$ cat config.mk
export PLATFORM = sky130hd
export DESIGN_NAME = fluxo_dados_drone
export DESIGN_NICKNAME = d
export VERILOG_FILES = /design/src/rtl/fluxo_dados_drone_pkg.sv /design/src/rtl/fluxo_dados_drone_timer_espera.sv /design/src/rtl/fluxo_dados_drone.sv
export SDC_FILE = /design/constraint.sdc
export NUM_CORES = 1
export LEC_CHECK = 0
export BUFFER_PORTS_ARGS = -buffer_cell sky130_fd_sc_hd__buf_2
export CORE_MARGIN = 8
export CORE_UTILIZATION = 45
export DETAILED_ROUTE_END_ITERATION = 10
export GPL_TIMING_DRIVEN = 0
export PLACE_DENSITY = 0.69
export SETUP_SLACK_MARGIN = 0.4
export SYNTH_ARGS = -nofsm -noshare
export SYNTH_HDL_FRONTEND = slang
export SYNTH_SLANG_ARGS = --single-unit
export TNS_END_PERCENT = 5
$ cat constraint.sdc
create_clock -name clock -period 1.85 [get_ports clock]
set_clock_uncertainty 0.1 [all_clocks]
set_input_delay 0.0925 -clock clock [delete_from_list [all_inputs] [get_ports clock]]
set_output_delay 0.0925 -clock clock [all_outputs]
set_load 0.01 [all_outputs]
$ cat src/rtl/fluxo_dados_drone_pkg.sv
// Shared definitions for the drone-game datapath: default geometry, obstacle
// map, per-mode wait lengths, mode encodings and a small lives helper.
package fluxo_dados_drone_pkg;

  localparam int          N_LINHAS_DEF = 4;
  localparam int          MAP_LEN_DEF  = 16;
  localparam logic [63:0] MAPA_DEF     = 64'h0400_2000_0100_0000;
  localparam int          T_LENTO_DEF  = 1000;
  localparam int          T_RAPIDO_DEF = 500;
  localparam int          T_W_DEF      = 16;

  localparam logic MODO_LENTO  = 1'b0;
  localparam logic MODO_RAPIDO = 1'b1;

  // A lives selector of zero would end the game before it starts, so it loads one life.
  function automatic logic [1:0] vidas_carga(input logic [1:0] sel);
    return (sel == 2'd0) ? 2'd1 : sel;
  endfunction

endpackage

$ cat src/rtl/fluxo_dados_drone_timer_espera.sv
// Saturating wait timer.
//  clock, reset : clock, asynchronous active-high reset
//  zera         : clear to zero (wins over conta)
//  conta        : count enable, stops once the count reaches limite
//  limite       : terminal count (T-1)
//  fim          : count == limite; stays high until zera
module timer_espera
  import fluxo_dados_drone_pkg::*;
#(
  parameter int T_W = T_W_DEF
) (
  input  logic           clock,
  input  logic           reset,
  input  logic           zera,
  input  logic           conta,
  input  logic [T_W-1:0] limite,
  output logic           fim
);

  logic [T_W-1:0] r_cnt;

  // Count register: clear, count up to the limit, then hold.
  always_ff @(posedge clock or posedge reset) begin
    if (reset) begin
      r_cnt <= {T_W{1'b0}};
    end else if (zera) begin
      r_cnt <= {T_W{1'b0}};
    end else if (conta && (r_cnt < limite)) begin
      r_cnt <= r_cnt + {{(T_W-1){1'b0}}, 1'b1};
    end else begin
      r_cnt <= r_cnt;
    end
  end

  assign fim = (r_cnt == limite);

endmodule

$ cat src/rtl/fluxo_dados_drone.sv
// Datapath for the drone game: executes the control FSM's strobes and
// returns fim_espera / fim_mapa / colisao.
//  Inputs : clock, reset, zeraPosicoes, contaT, zeraT, escolhe_modo,
//           escolhe_vida, move_drone, desloca_horizontal, resetaVidas,
//           sel_modo, sel_vidas[1:0], botao_cima, botao_baixo
//  Outputs: fim_espera, fim_mapa, colisao, drone_y[Y_W-1:0],
//           coluna[C_W-1:0], vidas[1:0], modo
module fluxo_dados_drone
  import fluxo_dados_drone_pkg::*;
#(
  parameter int                              N_LINHAS = N_LINHAS_DEF,
  parameter int                              MAP_LEN  = MAP_LEN_DEF,
  parameter logic [N_LINHAS*MAP_LEN-1:0]     MAPA     = MAPA_DEF,
  parameter int                              T_LENTO  = T_LENTO_DEF,
  parameter int                              T_RAPIDO = T_RAPIDO_DEF,
  parameter int                              T_W      = T_W_DEF,
  localparam int                             Y_W      = $clog2(N_LINHAS),
  localparam int                             C_W      = $clog2(MAP_LEN)
) (
  input  logic           clock,
  input  logic           reset,
  input  logic           zeraPosicoes,
  input  logic           contaT,
  input  logic           zeraT,
  input  logic           escolhe_modo,
  input  logic           escolhe_vida,
  input  logic           move_drone,
  input  logic           desloca_horizontal,
  input  logic           resetaVidas,
  input  logic           sel_modo,
  input  logic [1:0]     sel_vidas,
  input  logic           botao_cima,
  input  logic           botao_baixo,
  output logic           fim_espera,
  output logic           fim_mapa,
  output logic           colisao,
  output logic [Y_W-1:0] drone_y,
  output logic [C_W-1:0] coluna,
  output logic [1:0]     vidas,
  output logic           modo
);

  localparam logic [Y_W-1:0] Y_INICIO = Y_W'(N_LINHAS / 2);
  localparam logic [Y_W-1:0] Y_MAX    = Y_W'(N_LINHAS - 1);
  localparam logic [C_W-1:0] C_MAX    = C_W'(MAP_LEN - 1);

  logic [Y_W-1:0] r_drone_y, w_drone_y_nxt;
  logic [C_W-1:0] r_coluna, w_coluna_nxt, w_nc;
  logic [1:0]     r_vidas, w_vidas_nxt;
  logic           r_modo, w_modo_nxt;
  logic           r_colisao, w_colisao_nxt;
  logic           r_cima_d, r_baixo_d;
  logic           w_edge_cima, w_edge_baixo, w_hit;
  logic [T_W-1:0] w_limite;

  // Terminal count follows the currently latched mode.
  assign w_limite = (r_modo == MODO_RAPIDO) ? T_W'(T_RAPIDO - 1) : T_W'(T_LENTO - 1);

  timer_espera #(.T_W(T_W)) u_timer (
    .clock  (clock),
    .reset  (reset),
    .zera   (zeraT),
    .conta  (contaT),
    .limite (w_limite),
    .fim    (fim_espera)
  );

  // Next-state logic for position, lives, mode and collision flag.
  always_comb begin
    w_edge_cima  = botao_cima & ~r_cima_d;
    w_edge_baixo = botao_baixo & ~r_baixo_d;
    w_nc         = (r_coluna == C_MAX) ? r_coluna : r_coluna + C_W'(1);
    // Obstacle lookup uses the row held before any same-cycle move.
    w_hit        = desloca_horizontal & ~zeraPosicoes & MAPA[{w_nc, r_drone_y}];

    w_drone_y_nxt = r_drone_y;
    if (zeraPosicoes) begin
      w_drone_y_nxt = Y_INICIO;
    end else if (move_drone && w_edge_cima && !w_edge_baixo && (r_drone_y != Y_MAX)) begin
      w_drone_y_nxt = r_drone_y + Y_W'(1);
    end else if (move_drone && w_edge_baixo && !w_edge_cima && (r_drone_y != Y_W'(0))) begin
      w_drone_y_nxt = r_drone_y - Y_W'(1);
    end else begin
      w_drone_y_nxt = r_drone_y;
    end

    w_coluna_nxt  = r_coluna;
    w_colisao_nxt = r_colisao;
    if (zeraPosicoes) begin
      w_coluna_nxt  = {C_W{1'b0}};
      w_colisao_nxt = 1'b0;
    end else if (desloca_horizontal) begin
      w_coluna_nxt  = w_nc;
      w_colisao_nxt = w_hit && (r_vidas <= 2'd1);
    end else begin
      w_coluna_nxt  = r_coluna;
      w_colisao_nxt = r_colisao;
    end

    // Explicit lives loads take precedence over a hit in the same cycle.
    w_vidas_nxt = r_vidas;
    if (resetaVidas) begin
      w_vidas_nxt = 2'd1;
    end else if (escolhe_vida) begin
      w_vidas_nxt = vidas_carga(sel_vidas);
    end else if (w_hit) begin
      w_vidas_nxt = (r_vidas > 2'd1) ? r_vidas - 2'd1 : 2'd0;
    end else begin
      w_vidas_nxt = r_vidas;
    end

    w_modo_nxt = escolhe_modo ? sel_modo : r_modo;
  end

  // State registers, including the button edge-detect history.
  always_ff @(posedge clock or posedge reset) begin
    if (reset) begin
      r_drone_y <= Y_INICIO;
      r_coluna  <= {C_W{1'b0}};
      r_vidas   <= 2'd1;
      r_modo    <= MODO_LENTO;
      r_colisao <= 1'b0;
      r_cima_d  <= 1'b0;
      r_baixo_d <= 1'b0;
    end else begin
      r_drone_y <= w_drone_y_nxt;
      r_coluna  <= w_coluna_nxt;
      r_vidas   <= w_vidas_nxt;
      r_modo    <= w_modo_nxt;
      r_colisao <= w_colisao_nxt;
      r_cima_d  <= botao_cima;
      r_baixo_d <= botao_baixo;
    end
  end

  assign drone_y  = r_drone_y;
  assign coluna   = r_coluna;
  assign vidas    = r_vidas;
  assign modo     = r_modo;
  assign colisao  = r_colisao;
  assign fim_mapa = (r_coluna == C_MAX);

endmodule

# Word level (Yosys, flattened, before mapping)
# Memory sizes are Yosys's and may differ from the RTL's.
# Cells that the tools add are included.
totals:
  ff_bits: 28
  mem_bits_ro: 64
  input_bits: 15
  output_inout_bits: 12
  mem_count: 1
classes:
  add_sub_neg: 5
  order_cmp: 4
  eq_ne: 3
  mux: 17
  bitwise_logic: 7
  n_reduce_logical: 16
mem_list:
  columns: ["name", "depth", "word_bits", "rd", "rd_ports_with_merged_regs", "write_ports", "line", "rtl"]
  rows:
  - ["(no name shown)", 64, 1, 1, 0, 0, "fluxo_dados_drone.sv:74", "w_hit = desloca_horizontal & ~zeraPosicoes & MAPA[{w_nc, r_drone_y}];"]
ops:
  columns: ["cell", "n"]
  rows:
  - ["two-way mux 16 bit", 2]
  - ["adder 16 x 1 -> 16 bit, second input constant", 1]
  - ["== test 16 x 10 -> 1 bit", 1]
  - ["less-than comparator 16 x 10 -> 1 bit", 1]
  - ["two-way mux 2 bit", 8]
  - ["two-way mux 4 bit", 3]
  - ["two-way mux 10 bit", 1]
  - ["logical AND 1 bit", 8]
  - ["less-than comparator 6 x 7 -> 1 bit, second input constant", 1]
  - ["nonzero test 2 bit", 3]
  - ["nonzero test 3 bit", 2]
  - ["adder 4 x 1 -> 4 bit, second input constant", 1]
  - ["bitwise AND 1 bit", 4]
  - ["== test 4 bit, second input constant", 1]
  - ["subtractor 2 x 1 -> 2 bit, second input constant", 2]
  - ["two-way mux 1 bit", 3]
  - ["NOT 1 bit", 3]
  - ["adder 2 x 1 -> 2 bit, second input constant", 1]
  - ["greater-than comparator 2 x 1 -> 1 bit, second input constant", 1]
  - ["<= comparator 2 x 1 -> 1 bit, second input constant", 1]
  - ["logical NOT 1 bit", 2]
  - ["logical NOT 2 bit", 1]
  - ["inequality test 2 bit, second input constant", 1]

# Longest topological paths before layout
# Gate-level depths: netlist (run 1).
depth:
  word_depth: 8
  mapped_depth: 7
  ltp_nobuf: 7

# By module
# A second synthesis (run 1) with hierarchy kept.
unflattened:
  hier_cells: 239
  hier_area_um2: 2099.5
modules_own_cells:
  columns: ["mod", "n_inst", "cells_per_inst", "area_each_um2", "seq_area_each_um2"]
  rows:
  - ["timer_espera", 1, 148, 1293.7, 400.4]
  - ["fluxo_dados_drone", 1, 91, 805.8, 302.8]

# Worst setup path after synthesis (run 1)
# OpenSTA, ideal clock, no wires.
synth_path:
  path_type: "register -> register"
  start: "register r_modo (netlist: modo)"
  end: "register u_timer.r_cnt[6]"
  arrival_ns: 1.903
  setup_slack_ns: -0.231
  stages_incl_launch_ff: 7
  n_path_buf: 0
  path_cell_list: "dfrtp_1 > ha_1 > a211o_1 > a21oi_2 > o211ai_4 > or3_1 > a21oi_1"
synth_between:
  elab_chain_len: 4
synth_lines:
  columns: ["element", "line", "rtl"]
  rows:
  - ["start, declared", "fluxo_dados_drone.sv:50", "logic r_modo, w_modo_nxt;"]
  - ["start signal, assigned", "fluxo_dados_drone.sv:129", "r_modo <= w_modo_nxt;"]
  - ["two-way mux 10 bit", "fluxo_dados_drone.sv:57", "assign w_limite = (r_modo == MODO_RAPIDO) ? T_W'(T_RAPIDO - 1) : T_W'(T_LENTO - 1);"]
  - ["less-than comparator 16 x 10 -> 1 bit", "fluxo_dados_drone_timer_espera.sv:28", "end else if (conta && (r_cnt < limite)) begin"]
  - ["logical AND 1 bit", "fluxo_dados_drone_timer_espera.sv:28", null]
  - ["nonzero test 2 bit (no line)", null, null]
  - ["end signal, assigned", "fluxo_dados_drone_timer_espera.sv:27", "r_cnt <= {T_W{1'b0}};"]
  - ["end signal, assigned", "fluxo_dados_drone_timer_espera.sv:29", "r_cnt <= r_cnt + {{(T_W-1){1'b0}}, 1'b1};"]
  - ["end signal, assigned", "fluxo_dados_drone_timer_espera.sv:31", "r_cnt <= r_cnt;"]
  - ["end, declared", "fluxo_dados_drone_timer_espera.sv:20", "logic [T_W-1:0] r_cnt;"]
# Every way passes these cells.
# A chain may end at the register's enable or synchronous reset.

# Worst setup path in the final report (run 1)
layout_path:
  start: "register u_timer.r_cnt[2]"
  end: "register u_timer.r_cnt[8]"
layout_between:
  elab_chain_len: 3
  elab_cells_between_ends: 6
  classes_between: "1 x add/sub; 1 x order compare; 2 x mux; 2 x reduce/logical"
layout_lines:
  columns: ["element", "line", "rtl"]
  rows:
  - ["start signal, assigned", "fluxo_dados_drone_timer_espera.sv:25", "r_cnt <= {T_W{1'b0}};"]
  - ["start signal, assigned", "fluxo_dados_drone_timer_espera.sv:27", null]
  - ["start signal, assigned", "fluxo_dados_drone_timer_espera.sv:29", null]
  - ["adder 16 x 1 -> 16 bit / less-than comparator 16 x 10 -> 1 bit (equally long branches)", "fluxo_dados_drone_timer_espera.sv:29, fluxo_dados_drone_timer_espera.sv:28", null]
  - ["two-way mux 16 bit / logical AND 1 bit (equally long branches)", "fluxo_dados_drone_timer_espera.sv:28", null]
  - ["two-way mux 16 bit / nonzero test 2 bit (equally long branches)", null, null]
# Parallel ways exist; a longest one is shown, timed or not. The select of a mux whose other input is x is not followed.

==> results.yml, run 1 <==
outcome:
  status: "finished, violations left"
  failed_checks: "negative setup slack"
die:
  core-area_mm2: 0.00331
  dieArea_mm2: 0.00555
  die_height_um: 74.5
  floorplan.io_pins: 27
  dieWidth_um: 74.5
  floorplan.initialDensity_pct: 46.6
  placement_rows: 21
layout:
  stdcell_area_mm2: 0.00200
  layout-drive-gt1-share_pct: 29.5
  antenna_cells: 0
  areaGrowthSynthToFinish_pct: 29.9
  fin_nets: 222
  filler_free_cell_count_of_the_finished_design: 246
synth:
  mappedNetlistArea_mm2: 0.00154
  count_of_distinct_cell_types_in_the_synthesized_netlist: 45
  mean_area_per_synthesized_cell_um2: 10.1
  synth.top_cell.area_share_pct: 42.2
  synth.most_common_cell: "dfrtp_1"
  ys_seq_elements: 28
  synth.net_count: 173
  synth_cells: 153
  yosys-top-cells-area: "dfrtp_1 (42%), ha_1 (4.1%), nor2b_1 (4.1%), dfstp_2 (3.4%), xor2_1 (3.4%)"
  seq_area_frac_synth_pct: 45.6
  ys_warnings: 0
  synth_edf_count: 0
  yosys-top-cells-count: "dfrtp_1 (26), nand2_1 (13), nor2_1 (12), a21oi_1 (10), nor2b_1 (10)"
  synth_ff_type: "dfrtp_1"
  synth.largest_area_cell: "dfrtp_1"
  async_reset_ff_share_pct: 100
worst_setup_path:
  critPathKind: "reg2reg"
  cp.arrival_ps: 2230
  required_ps: 2000
  crit_path_start_kind: "flop"
  critical_path.max_fanout: 8
  setup.reg_to_reg.worst_slack_ps: -230
  reg2regPathDepth: 6
  cp-end-kind: "flop"
clock_tree:
  tritoncts_num_sinks: 28
  clkLatencyLatePin_ps: 320
  clk_pin_slew_worst_paths_ps: 130
  cts-htree-levels: 1
  clockRootBuffer: "clkbuf_4"
  cts_made_buffers: 3
  clk_path_buf_depth: 2
  tritoncts: "yes"
sta:
  fin_hold_ws_ps: 37.7
  slew-limit-headroom_pct: 60.5
  final_max_tran_viols: 0
  transition_time_at_the_pin_with_the_least_slew_margin_ps: 592
  max_freq_ghz: 0.481
  setup_slack_ps: -231
  hold_viol_final: 0
  setup_viol: 11
  final_min_period_over_clock_period_pct: 112
  rsz0062_at_grt: "true"
  timing.final.crit_period_ps: 2080
routing:
  met2WireLength_mm: 1.71
  detailroute.wirelength.met3_um: 206
  wl_met1_mm: 1.42
  detail_route.drc_violations: 0
  dr.first_iter.drc_count: 38
  highest_layer: "met4"
  post_drt_via_cell_ratio: 5.32
  drt-total-wl_mm: 3.40
  drt_pass1_iterations: 4
  drtAntennaViolNets: 0
  route.detailed.wl_per_inst_um: 13.8
  detailroute.via_count: 1309
global_routing:
  grt_max_degree: 29
  grt_overflow: 0
  antenna_found_initial: 0
  grt_pass1_wl_mm: 5.93
  global_route_usage_over_all_layers_pct: 13.7
  grt_pass1_vias: 1346
placement:
  detailed_place_hpwl_mm: 2.46
  dpl_cell_area_mm2: 0.00173
  place.gp.congestion: 0.746
  port_buffers: 25
  numPlacedInstances: 224
job:
  max_cap_viol_count: 0
power_and_ir_drop:
  vdd_ir_drop_max_mv: 0.412
  total_leakage_power_nw: 0.877
  p_total_mw: 1.10
  pwr_density_cell_mw_per_mm2: 552
min_path:
  min-delay-path-class: "in2reg"
  worst_hold_path.num_cells: 2
[power by group]
group / total [mW] / switching (mW) / internal (mW)
Sequential: 0.659 / 0.0220 / 0.637
Clock: 0.238 / 0.162 / 0.0763
Combinational: 0.207 / 0.110 / 0.0974
[critical path, stage by stage (launching register included)]
cell	delay, ps
dfrtp_1	420
ha_1	320
a211o_1	300
a21oi_4	210
o211ai_4	130
or3_1	380
a21oi_1	150
[cell usage in the layout, fill, tap and decap left out, types with 2 or more instances in the layout]
| cell | synthesis | layout |
|---|---|---|
| nor3_1 | 4 | 4 |
| and3_1 | 3 | 3 |
| dfrtp_1 | 26 | 25 |
| dfstp_2 | 2 | 2 |
| nand2b_1 | 2 | 2 |
| clkbuf_4 | 0 | 3 |
| inv_1 | 5 | 4 |
| nand4_1 | 3 | 3 |
| o21ai_1 | 0 | 2 |
| xnor2_1 | 2 | 2 |
| a31oi_1 | 2 | 2 |
| mux2i_1 | 4 | 4 |
| nand2_1 | 13 | 13 |
| o21ai_0 | 9 | 7 |
| nor2_1 | 12 | 12 |
| ha_1 | 5 | 2 |
| or3_1 | 4 | 4 |
| a21oi_1 | 10 | 8 |
| ha_4 | 0 | 2 |
| nor4_2 | 1 | 2 |
| o21a_1 | 2 | 2 |
| dlygate4sd3_1 | 0 | 12 |
| buf_4 | 0 | 6 |
| o211ai_1 | 2 | 2 |
| o2111ai_1 | 2 | 2 |
| buf_2 | 0 | 26 |
| a21oi_2 | 1 | 2 |
| xor2_1 | 6 | 5 |
| nor2b_1 | 10 | 10 |
[cell families after synthesis]
logic type               Yosys count  synth area share [%]
XOR/XNOR                           8                  4.55
multiplexers                       4                  2.60
AO/OA/AOI/OAI                     38                  18.7
buffers and inverters             10                  2.60
AND/OR/NAND/NOR                   60                  21.9
flip-flops                        28                  45.6
adder cells (fa/ha/maj)            5                  4.06
[sequential cells by signal (all words and copies together), names as in the netlist]
register and flops:
colisao 1, coluna 4, drone_y 2, modo 1, r_baixo_d 1, r_cima_d 1
u_timer.r_cnt 16, vidas 2
[area by class of cell]
type	count	area, um2
fill	279	1310
multi-input combinational	115	867
sequential	28	704
timing repair buffer	44	302
tap	46	57.6
inverter	6	31.3
clock buffer	3	22.5
buffer	4	17.5
[final timing paths]
check                              endpoint             start
hold / removal                    coluna[3]      zeraPosicoes
max in group asynchronous         coluna[1]             reset
hold reg to reg                     colisao           colisao
setup reg to reg           u_timer.r_cnt[8]  u_timer.r_cnt[2]
setup / recovery           u_timer.r_cnt[8]  u_timer.r_cnt[2]
min in group asynchronous  u_timer.r_cnt[1]             reset
[metal layers]
metal  track usage, %  up-vias
met3             3.10        8
met4             5.22        0
met1             15.7      617
met5                0        -
met2             23.8       36
li1                 -      648
[through the flow]
step | setup WS [ps] | TNS [ps] | util, %
2_1_floorplan | -119 | -799 | -
3_3_place_gp | -224 | -1890 | 52.3
3_5_place_dp | -263 | -2470 | 52.3
4_1_cts | -240 | -2140 | 58.8
5_1_grt | -334 | -2720 | 60.5
6_report | -231 | -1400 | 60.5
[timing repair]
item,in CTS,in global routing
resized for setup,8,10
setup endpoints to repair,18,43
pin swaps,10,6
hold buffers,12,0
hold endpoints to repair,39,0
buffers inserted,5,2
(Power assumes the default switching activity.)
==> run 2: changes to the inputs <==
PLACE_DENSITY = 0.67   (was 0.69)
SYNTH_HIERARCHICAL = 1   (was default)
==> results.yml, run 2 <==
synth:
  mean_area_per_synthesized_cell_um2: 8.78
  count_of_distinct_cell_types_in_the_synthesized_netlist: 55
  seq_area_frac_synth_pct: 33.5
  yosys-top-cells-count: "inv_1 (28), dfrtp_1 (26), a21oi_1 (20), ha_1 (18), nand2_1 (16)"
  synth.largest_area_cell: "dfrtp_1"
  ys_seq_elements: 28
  synth_cells: 239
  yosys-top-cells-area: "dfrtp_1 (31%), ha_1 (11%), inv_1 (5.0%), a21oi_1 (4.8%), nand2_1 (2.9%)"
  async_reset_ff_share_pct: 100
  synth_edf_count: 0
  synth.top_cell.area_share_pct: 31.0
  synth_ff_type: "dfrtp_1"
  synth.most_common_cell: "inv_1"
  ys_warnings: 6
  mappedNetlistArea_mm2: 0.00210
die:
  dieWidth_um: 84.3
  dieArea_mm2: 0.00711
  floorplan.initialDensity_pct: 45.7
  floorplan.io_pins: 27
  core-area_mm2: 0.00460
  placement_rows: 25
  die_height_um: 84.3
placement:
  place_worst_setup_slack_ps: -717
  place.gp.congestion: 0.836
  dpl_cell_area_mm2: 0.00233
  numPlacedInstances: 329
  detailed_place_hpwl_mm: 3.48
  port_buffers: 25
sta:
  timing.final.crit_period_ps: 2390
  final_min_period_over_clock_period_pct: 129
  transition_time_at_the_pin_with_the_least_slew_margin_ps: 655
  hold_viol_final: 0
  rsz0062_at_grt: "true"
  setup_viol: 20
  slew-limit-headroom_pct: 56.3
  final_max_tran_viols: 0
  setup_slack_ps: -537
  max_freq_ghz: 0.419
clock_tree:
  clk_path_buf_depth: 2
  tritoncts: "yes"
  cts_made_buffers: 3
  clk_pin_slew_worst_paths_ps: 100
  clockRootBuffer: "clkbuf_8"
  clkLatencyLatePin_ps: 280
  tritoncts_num_sinks: 28
  cts-htree-levels: 1
power_and_ir_drop:
  total_leakage_power_nw: 1.28
  vdd_ir_drop_max_mv: 0.389
  p_total_mw: 1.36
  pwr_density_cell_mw_per_mm2: 474
global_routing:
  grt_pass1_vias: 1988
  grt_max_degree: 17
  grt_overflow: 0
  global_route_usage_over_all_layers_pct: 14.5
  antenna_found_initial: 0
  grt_pass1_wl_mm: 8.94
worst_setup_path:
  cp.arrival_ps: 2500
  worst_r2r_endpoint: "u_timer/r_cnt[9]"
  critical_path.max_fanout: 6
  crit_path_start_kind: "flop"
  setup.reg_to_reg.worst_slack_ps: -540
  cp-end-kind: "flop"
  r2r_start: "modo"
  reg2regPathDepth: 11
  required_ps: 1960
  critPathKind: "reg2reg"
routing:
  post_drt_via_cell_ratio: 5.50
  drtAntennaViolNets: 0
  drt-total-wl_mm: 5.29
  dr.first_iter.drc_count: 115
  detailroute.via_count: 1974
  detail_route.drc_violations: 0
  route.detailed.wl_per_inst_um: 14.7
  drt_pass1_iterations: 4
min_path:
  min_delay_worst_endpoint: "drone_y[1]"
  min-delay-path-class: "in2reg"
  worst_hold_path.num_cells: 2
  timing.hold.worst.start: "zeraPosicoes"
layout:
  stdcell_area_mm2: 0.00286
  layout-drive-gt1-share_pct: 33.1
  antenna_cells: 0
  final-seq-area_um2: 708
  regMostFlops: "u_timer/r_cnt"
  multiInputGateArea_mm2: 0.00148
  layout.cells.most_common_list: "inv_1 (25), buf_2 (25), dfrtp_1 (22)"
  fin_nets: 339
  filler_free_cell_count_of_the_finished_design: 359
  fillers: 384
  areaGrowthSynthToFinish_pct: 36.3
  largest_reg_flops: 16
outcome:
  failed_checks: "negative setup slack"
  status: "finished, violations left"
job:
  max_cap_viol_count: 0
==> run 2: cell count changes after synthesis, moves of 4 or more <==
cell	delta
a21oi_1	+10
ha_1	+13
inv_1	+23
nand2b_1	+4
nand3_1	+5
nand4_1	+4
nor2b_1	-4
o21ai_1	+7
o31ai_1	+6
or4_1	+5
xor2_1	-5
==> run 2: worst max-delay path by stage <==
| stage | startpoint | end | slack [ps] | cells past startpoint |
|---|---|---|---|---|
| floorplan | modo | u_timer/r_cnt[13] | -480 | 10 |
| global placement | modo | u_timer/r_cnt[1] | -720 | 11 |
| detailed placement | modo | u_timer/r_cnt[1] | -720 | 11 |
| CTS | modo | u_timer/r_cnt[13] | -590 | 10 |
| global route | modo | u_timer/r_cnt[11] | -660 | 11 |
| finish | modo | u_timer/r_cnt[9] | -540 | 11 |
==> run 2: layout make-up <==
type | instances | share of cell area, %
multi-input cells | 185 | 51.6
repair buffers | 51 | 13.0
well taps | 54 | 2.36
clock buffers | 4 | 1.92
plain buffers | 9 | 2.62
inverters | 28 | 3.67
flip-flops and latches | 28 | 24.7
==> run 2: cell families (layout without fill, tap and decap cells) <==
kind of cell | after synthesis | in the layout | share of synthesized area (%)
AO/OA/AOI/OAI | 61 | 61 | 20.1
XOR/XNOR | 2 | 2 | 0.834
adder cells (fa/ha/maj) | 18 | 18 | 10.7
buffers and inverters | 37 | 92 | 8.22
flip-flops | 28 | 28 | 33.5
multiplexers | 5 | 5 | 2.56
other | 2 | 13 | 0.358
AND/OR/NAND/NOR | 86 | 86 | 23.7
==> run 2: timing repair <==
item | in CTS | in global routing
hold buffers | 11 | 0
gates cloned | 0 | 1
setup buffers | 10 | 4
endpoints found under the hold margin | 32 | 0
endpoints found under the setup margin | 24 | 24
pin swaps | 19 | 14
gates resized for setup | 22 | 25
==> run 2: through the flow <==
stage | hold WS, ps | util (%) | setup TNS (ps)
after floorplan | -144 | - | -5840
after global placement | 28.2 | 50.7 | -10340
after detailed placement | 44.2 | 50.7 | -10280
after CTS | 18.5 | 58.5 | -8770
after global routing | 18.5 | 62.2 | -11270
final | 16.4 | 62.2 | -8650
==> run 2: routing by layer <==
metal	global-route usage, %	routed length (um)
met3	1.94	128
met2	24.4	2610
met4	3.14	70
met1	19.0	2490
met5	0	0
==> run 2: power breakdown <==
group | total (mW) | internal (mW) | switching, mW | leakage, nW
Clock | 0.390 | 0.191 | 0.199 | 0.0288
Sequential | 0.665 | 0.636 | 0.0290 | 0.367
Combinational | 0.301 | 0.145 | 0.156 | 0.879
Total | 1.36 | 0.972 | 0.384 | 1.28
==> run 2: critical path, cell delays in order, from the launching register on <==
cell,delay [ps]
dfrtp_1,410
inv_2,80
buf_4,110
inv_1,40
ha_1,270
nand2_1,100
a21oi_1,70
o21ai_2,180
o211ai_4,150
buf_6,150
or4_1,530
a21oi_2,130
==> run 3: changes to the inputs <==
CELL_PAD_IN_SITES_DETAIL_PLACEMENT = 1   (was default)
CELL_PAD_IN_SITES_GLOBAL_PLACEMENT = 2   (was default)
CORE_UTILIZATION = 32   (was 45)
PLACE_DENSITY = default   (was 0.67)
PLACE_DENSITY_LB_ADDON = 0.1   (was default)
==> results.yml, run 3 (synthesis gave the netlist of run 2 again) <==
layout:
  areaGrowthSynthToFinish_pct: 37.4
  filler_free_cell_count_of_the_finished_design: 380
  layout-drive-gt1-share_pct: 31.0
  layout.cells.most_common_list: "inv_1 (25), buf_2 (25), dfrtp_1 (21)"
  antenna_cells: 0
  fillers: 730
  regMostFlops: "u_timer/r_cnt"
  stdcell_area_mm2: 0.00288
  layout.core_utilization_pct: 45.4
  fin_nets: 337
  largest_reg_flops: 16
min_path:
  min-delay-path-class: "in2reg"
die:
  placement_rows: 29
  dieWidth_um: 97
  die_height_um: 97
  floorplan.initialDensity_pct: 33.1
  dieArea_mm2: 0.00941
  core-area_mm2: 0.00635
  floorplan.io_pins: 27
global_routing:
  global_route_usage_over_all_layers_pct: 12.6
  grt_max_degree: 17
  grt_pass1_vias: 2000
  antenna_found_initial: 0
  grt_overflow: 0
  grt_pass1_wl_mm: 9.99
sta:
  final_min_period_over_clock_period_pct: 130
  max_freq_ghz: 0.417
  slew-limit-headroom_pct: 54.9
  hold_viol_final: 0
  timing.final.crit_period_ps: 2400
  rsz0062_at_grt: "true"
  setup_viol: 20
  transition_time_at_the_pin_with_the_least_slew_margin_ps: 676
  final_max_tran_viols: 0
  setup_slack_ps: -549
  setup_tns_ps: -8670
clock_tree:
  cts_made_buffers: 3
  tritoncts_num_sinks: 28
  clkLatencyLatePin_ps: 290
  clk_pin_slew_worst_paths_ps: 110
  cts-htree-levels: 1
  tritoncts: "yes"
  clk_path_buf_depth: 2
  clockRootBuffer: "clkbuf_8"
worst_setup_path:
  critPathMaxStageDelay_ps: 420
  cp.buffers_inverters: 3
  crit_path_start_kind: "flop"
  cp.arrival_ps: 2470
  cp-end-kind: "flop"
  critPathKind: "reg2reg"
  crit_path_cell_trace: "inv_2, inv_2, ha_4, a21oi_2, nor2_2, a2111oi_4, o211ai_4, buf_6, nor4_4, mux2_4"
  worst_path_most_repeated_cell: "inv_2"
  critical_path.max_fanout: 7
  required_ps: 1920
  cp_top_family: "compound AO/OA/AOI/OAI gates"
  crit_path_top_delay_cell: "dfrtp_1"
power_and_ir_drop:
  total_leakage_power_nw: 1.26
  pwr_density_cell_mw_per_mm2: 511
  vdd_ir_drop_max_mv: 0.294
placement:
  place_worst_setup_slack_ps: -917
  detailed_place_hpwl_mm: 4.07
  dpl_cell_area_mm2: 0.00236
  numPlacedInstances: 352
  place.gp.congestion: 0.780
  port_buffers: 25
routing:
  detail_route.drc_violations: 0
  drtAntennaViolNets: 0
  post_drt_via_cell_ratio: 5.22
  detailroute.via_count: 1984
  drt_pass1_iterations: 4
  dr.first_iter.drc_count: 83
  route.detailed.wl_per_inst_um: 15.5
  drt-total-wl_mm: 5.88
outcome:
  status: "finished, violations left"
  failed_checks: "negative setup slack"
job:
  max_cap_viol_count: 0
==> run 3: final timing paths <==
path                                   start                end  slack, ps  depth (start not counted)
worst max-delay path                    modo  u_timer/r_cnt[13]       -550                         10
worst min-delay path            sel_vidas[0]           vidas[0]         20                          4
worst max register to register          modo  u_timer/r_cnt[13]       -550                         10
worst min register to register      vidas[1]            colisao        400                          1
max in group asynchronous              reset  u_timer/r_cnt[13]        820                          3
min in group asynchronous              reset           r_cima_d        290                          3
==> run 3: through the flow <==
step	power, mW	hold slack (ps)
2_1_floorplan	0.821	-144
3_3_place_gp	0.899	51.6
3_5_place_dp	0.901	80.2
4_1_cts	1.48	25.4
5_1_grt	1.56	44.6
6_report	1.47	23.2
==> run 3: repair_timing <==
action	CTS	global route
hold endpoints to repair	36	0
setup buffers	10	2
gates cloned	0	1
setup endpoints to repair	24	25
pin swaps	33	13
hold buffers	11	0
gates resized for setup	28	16
==> run 3: worst min-delay path, cell delays in order <==
cell and delay (ps):
buf_2 70, nand2b_1 90, a21oi_1 70, o311ai_2 60
==> run 3: cell type report <==
class	instances	area (um2)	area share, %
multi-input combinational	185	1460	50.7
timing repair buffer	49	362	12.5
buffer	9	78.8	2.73
clock buffer	3	41.3	1.43
tap	77	96.3	3.34
inverter	28	105	3.64
sequential	28	709	24.6
clock inverter	1	30.0	1.04
==> run 3: report_power, final <==
| part | total (mW) | switching [mW] | internal, mW |
|---|---|---|---|
| Sequential | 0.666 | 0.0302 | 0.636 |
| Clock | 0.507 | 0.216 | 0.290 |
| Combinational | 0.302 | 0.157 | 0.145 |
| Total | 1.47 | 0.404 | 1.07 |
==> run 3: layer usage <==
| layer | GRT usage (%) | vias up | wire, um |
|---|---|---|---|
| li1 | - | 976 | - |
| met1 | 17.9 | 983 | 3000 |
| met2 | 19.3 | 21 | 2680 |
| met3 | 1.85 | 4 | 158 |
| met4 | 3.20 | 0 | 46 |
| met5 | 0 | - | 0 |
